**config.mk**
```make
export PLATFORM = sky130hd
export DESIGN_NAME = mac_result_drain
export DESIGN_NICKNAME = d
export VERILOG_FILES = /design/src/rtl/mac_result_drain.sv
export SDC_FILE = /design/constraint.sdc
export NUM_CORES = 1
export LEC_CHECK = 0
export BUFFER_PORTS_ARGS = -buffer_cell sky130_fd_sc_hd__clkbuf_2
export CAP_MARGIN = 20
export CELL_PAD_IN_SITES_DETAIL_PLACEMENT = 1
export CELL_PAD_IN_SITES_GLOBAL_PLACEMENT = 2
export CORE_UTILIZATION = 30
export CTS_CLUSTER_SIZE = 14
export DETAILED_ROUTE_END_ITERATION = 12
export GPL_TIMING_DRIVEN = 0
export HOLD_SLACK_MARGIN = 0.1
export PLACE_DENSITY_LB_ADDON = 0.1
export SLEW_MARGIN = 0
export SYNTH_ARGS = -nofsm -noshare
export SYNTH_HDL_FRONTEND = slang
export SYNTH_SLANG_ARGS = --single-unit
```
**constraint.sdc**
```tcl
create_clock -name clk -period 1.59 [get_ports clk]
set_input_delay 0.159 -clock clk [delete_from_list [all_inputs] [get_ports clk]]
set_output_delay 0.159 -clock clk [all_outputs]
set_load 0.02 [all_outputs]
```
**src/rtl/mac_result_drain.sv**
```systemverilog
// rtl/mac_result_drain.sv - snapshot one MAC row, clear it, stream results in cell order
// Optional MAC_DRAIN_SAT_EN: signed saturation to OUT_WIDTH plus sat_flag output.
module mac_result_drain #(
    parameter int NUM_CELLS = 4,
    parameter int ACC_WIDTH = 32,
    parameter int OUT_WIDTH = 16,
    localparam int IDX_W = (NUM_CELLS > 1) ? $clog2(NUM_CELLS) : 1
) (
    input  logic                           clk,
    input  logic                           rst,
    input  logic                           start,
    input  logic [NUM_CELLS*ACC_WIDTH-1:0] acc_in,
    output logic                           acc_clr,
    output logic                           busy,
    output logic                           m_valid,
    input  logic                           m_ready,
    output logic [OUT_WIDTH-1:0]           m_data,
    output logic [IDX_W-1:0]               m_index,
    output logic                           m_last,
    output logic                           done
`ifdef MAC_DRAIN_SAT_EN
    ,
    output logic                           sat_flag
`endif
);

    localparam logic [0:0] S_IDLE = 1'b0;
    localparam logic [0:0] S_SEND = 1'b1;

    logic [0:0]           state_q, state_d;
    logic [IDX_W-1:0]     index_q, index_d;
    logic                 acc_clr_q;
    logic                 done_q, done_d;
    logic [ACC_WIDTH-1:0] shadow_q [NUM_CELLS];
    logic [ACC_WIDTH-1:0] cur;
    logic                 capture;
    logic                 xfer;
    logic                 at_last;

    assign capture = (state_q == S_IDLE) && start;
    assign xfer    = (state_q == S_SEND) && m_ready;
    assign at_last = (index_q == IDX_W'(NUM_CELLS - 1));

    always_comb begin
        state_d = state_q;
        index_d = index_q;
        done_d  = 1'b0;
        if (capture) begin
            state_d = S_SEND;
        end else if (xfer) begin
            if (at_last) begin
                state_d = S_IDLE;
                index_d = '0;
                done_d  = 1'b1;
            end else begin
                index_d = index_q + IDX_W'(1);
            end
        end
    end

    // Clear pulse comes straight from capture so output stalls never delay it.
    always_ff @(posedge clk or negedge rst) begin
        if (!rst) begin
            state_q   <= S_IDLE;
            index_q   <= '0;
            acc_clr_q <= 1'b0;
            done_q    <= 1'b0;
            for (int i = 0; i < NUM_CELLS; i++) begin
                shadow_q[i] <= '0;
            end
        end else begin
            state_q   <= state_d;
            index_q   <= index_d;
            acc_clr_q <= capture;
            done_q    <= done_d;
            if (capture) begin
                for (int i = 0; i < NUM_CELLS; i++) begin
                    shadow_q[i] <= acc_in[i*ACC_WIDTH +: ACC_WIDTH];
                end
            end
        end
    end

    assign cur     = shadow_q[index_q];
    assign acc_clr = acc_clr_q;
    assign done    = done_q;
    assign busy    = (state_q != S_IDLE);
    assign m_valid = (state_q == S_SEND);
    assign m_index = index_q;
    assign m_last  = m_valid && at_last;

`ifdef MAC_DRAIN_SAT_EN
    // Value fits when the dropped bits and the new sign bit all agree.
    logic [ACC_WIDTH-OUT_WIDTH:0] upper;
    logic                         clip;
    logic [OUT_WIDTH-1:0]         sat_val;

    assign upper    = cur[ACC_WIDTH-1:OUT_WIDTH-1];
    assign clip     = ~((&upper) | ~(|upper));
    assign sat_val  = cur[ACC_WIDTH-1] ? {1'b1, {(OUT_WIDTH-1){1'b0}}}
                                       : {1'b0, {(OUT_WIDTH-1){1'b1}}};
    assign m_data   = clip ? sat_val : cur[OUT_WIDTH-1:0];
    assign sat_flag = m_valid && clip;
`else
    logic unused_upper;

    assign unused_upper = ^cur;
    assign m_data       = cur[OUT_WIDTH-1:0];
`endif

endmodule

```
==> impl_metrics.json <==
{
  "drive_gt1_share_pct": 59.6,
  "cp.required_ns": 1.43,
  "grt_pass1_wl_um": 13200,
  "met2_length_um": 4040,
  "wl_met3_um": 336,
  "grt_usage_pct": 15.9,
  "power.clock.fraction_pct": 12.9,
  "io_buffer_count": 90,
  "worstSkewPairLatency_ns": 0.34,
  "worst_slack_ns": -0.281,
  "diodes": 0,
  "power_frac_seq_pct": 32.1,
  "cp_cell_sequence": "buf_8 -> buf_12 -> mux4_2 -> buf_8",
  "swShare_pct": 32.0,
  "grt_overflow": 0,
  "synth.distinct_cells": 15,
  "cts.sinks": 69,
  "crit_start": "m_index[0]",
  "drtPass1Iterations": 3,
  "cp_data_arrival_time_ns": 1.71,
  "cp_common_cell": "buf_8",
  "fin_crit_ns": 1.87,
  "place_hpwl_um": 4980,
  "critPathLaunchType": "flop",
  "intPower_mw": 6.69,
  "die_h_um": 106,
  "syn_avg_cell_area_um2": 18.8,
  "crit_slowest_cell": "mux4_2",
  "switchingPower_mw": 3.14,
  "status": "finished, violations left",
  "synth_area_um2": 3210,
  "ys_seq_area_share_pct": 53.7,
  "grt_max_degree": 47,
  "cts_buffers": 9,
  "place.gp.congestion": 0.653,
  "fin_crit_sh_pct": 118,
  "max_stage_delay_ns": 0.54,
  "drv_cap": 0,
  "finish.utilization_pct": 47.6,
  "clock-root-buffer": "clkbuf_8",
  "ant_nets": 0,
  "rr_startpoint": "busy",
  "grt_pass1_vias": 2462,
  "syn_inst": 171,
  "cts_tree": "built",
  "rsz0062_at_grt": "yes",
  "max_freq_mhz": 535,
  "cp-end-kind": "output port",
  "clk_pin_slew_ns": 0.07,
  "tightest_slew_ns": 0.385,
  "nNetsFinal": 484,
  "wirelength_met1_um": 3730,
  "die_x_um": 106,
  "max_slew_margin_pct": 74.3,
  "drcViolationCount": 0,
  "hold_path.class": "input port to async pin",
  "highest_layer": "met4",
  "critPathKind": "flop to output port",
  "finalSetupViolCount": 16,
  "combPwrFrac_pct": 55.1,
  "antenna_found_initial": 0,
  "ir_drop_mv": 0.809,
  "hold_violations": 0,
  "io_pins": 155,
  "wl_per_cell_um": 16.7,
  "ys_ff_latch": 69,
  "violations": "setup timing",
  "final_cells": 490,
  "initial_core_util_pct": 31.0,
  "vias": 2160,
  "wirelength_um": 8180,
  "pwr_density_cell_nw_per_um2": 1990,
  "die_area_um2": 11100,
  "clockBufferDepth": 2,
  "crit_path_max_fanout": 8,
  "drt-vias-per-instance": 4.41,
  "yosysWarnings": 0,
  "syn_nets": 304,
  "area_growth_pct": 53.4,
  "core_area_um2": 10400,
  "place_inst": 398,
  "drv_slew": 0,
  "leakage_nw": 2.29,
  "skew_ns": 0.0104,
  "rows": 37,
  "drt_iter0_markers": 35,
  "htreeDepth": 3,
  "finalPower_mw": 9.83
}
==> cell families after synthesis <==
family                   share of synthesized area, %
adder cells (fa/ha/maj)                         0.389
buffers and inverters                            3.78
flip-flops                                       53.7
multiplexers                                     41.0
AND/OR/NAND/NOR                                  1.13
==> Yosys cell counts, drive strengths merged <==
master / instances / area share, %
dfrtp: 69 / 54
mux2: 66 / 29
mux4: 16 / 12
buf: 12 / 3.8
nor2: 3 / 0.35
and2: 1 / 0.19
and3: 1 / 0.19
ha: 1 / 0.39
nand2: 1 / 0.12
nor2b: 1 / 0.27
==> metal layers <==
layer | vias to the layer above | GRT usage (%)
li1 | 989 | -
met1 | 1107 | 20.5
met2 | 57 | 26.3
met3 | 7 | 4.27
met4 | 0 | 4.46
met5 | - | 0
==> registers in the layout, indices dropped and copies added (netlist names) <==
name and cells:
acc_clr 1, busy 1, done 1, m_index 2, shadow_q 64
==> path summary, 6_finish.rpt <==
check                                to  slack [ns]  cells past startpoint
max                           m_data[2]       -0.28                      4
max reg2reg                shadow_q[33]        0.13                      4
min in group clk           shadow_q[43]        0.51                      1
min reg2reg                shadow_q[43]        0.51                      1
max in group asynchronous  shadow_q[40]        0.73                      3
min                             acc_clr        0.31                      2
==> final cells by class <==
class / count / area, µm²
fill: 1050 / 5440
sequential: 69 / 1730
timing repair buffer: 169 / 1390
multi-input combinational: 90 / 1340
tap: 136 / 170
clock buffer: 12 / 155
buffer: 12 / 141
clock inverter: 2 / 10.0
==> through the flow <==
| step | worst slack, ns | instance area, µm² | setup TNS, ns | hold WS [ns] |
|---|---|---|---|---|
| global placement | -0.339 | 3830 | -24.04 | 0.392 |
| global route | -0.342 | 4930 | -4.97 | 0.330 |
| floorplan | 0.0751 | 3210 | 0 | -0.137 |
| finish | -0.281 | 4930 | -3.86 | 0.307 |
| detailed placement | -0.101 | 3860 | -0.816 | 0.132 |
| CTS | -0.313 | 4810 | -4.21 | 0.309 |
==> power by group through the flow <==
stage	combinational, mW	sequential, mW	clock [mW]
after global routing	5.78	3.27	1.39
after detailed placement	4.21	3.13	0
after floorplan	3.18	3.03	0
after global placement	4.16	3.13	0
final	5.42	3.15	1.26
after CTS	4.87	3.15	1.32
==> layout by cell type, fill, tap and decap left out, drive strengths merged <==
master        n
clkbuf       87
dfrtp        69
dlygate4sd3  67
mux2         66
buf          39
mux4         16
nor2          3
clkinv        2
nor2b         1
and2          1
and3          1
nand2         1
ha            1
==> worst max-delay path: cells and delay by family (launching register included) <==
| family | cells | cell delay, ns |
|---|---|---|
| mux | 1 | 0.54 |
| buf+inv | 3 | 0.45 |
| flops | 1 | 0.39 |
==> repair_timing <==
item	4_1_cts	5_1_grt
gates resized for setup	24	38
gates cloned	0	1
hold endpoints to repair	89	0
endpoints found under the setup margin	16	17
hold buffers	67	0
buffers inserted	6	4
(Power assumes the default switching activity.)
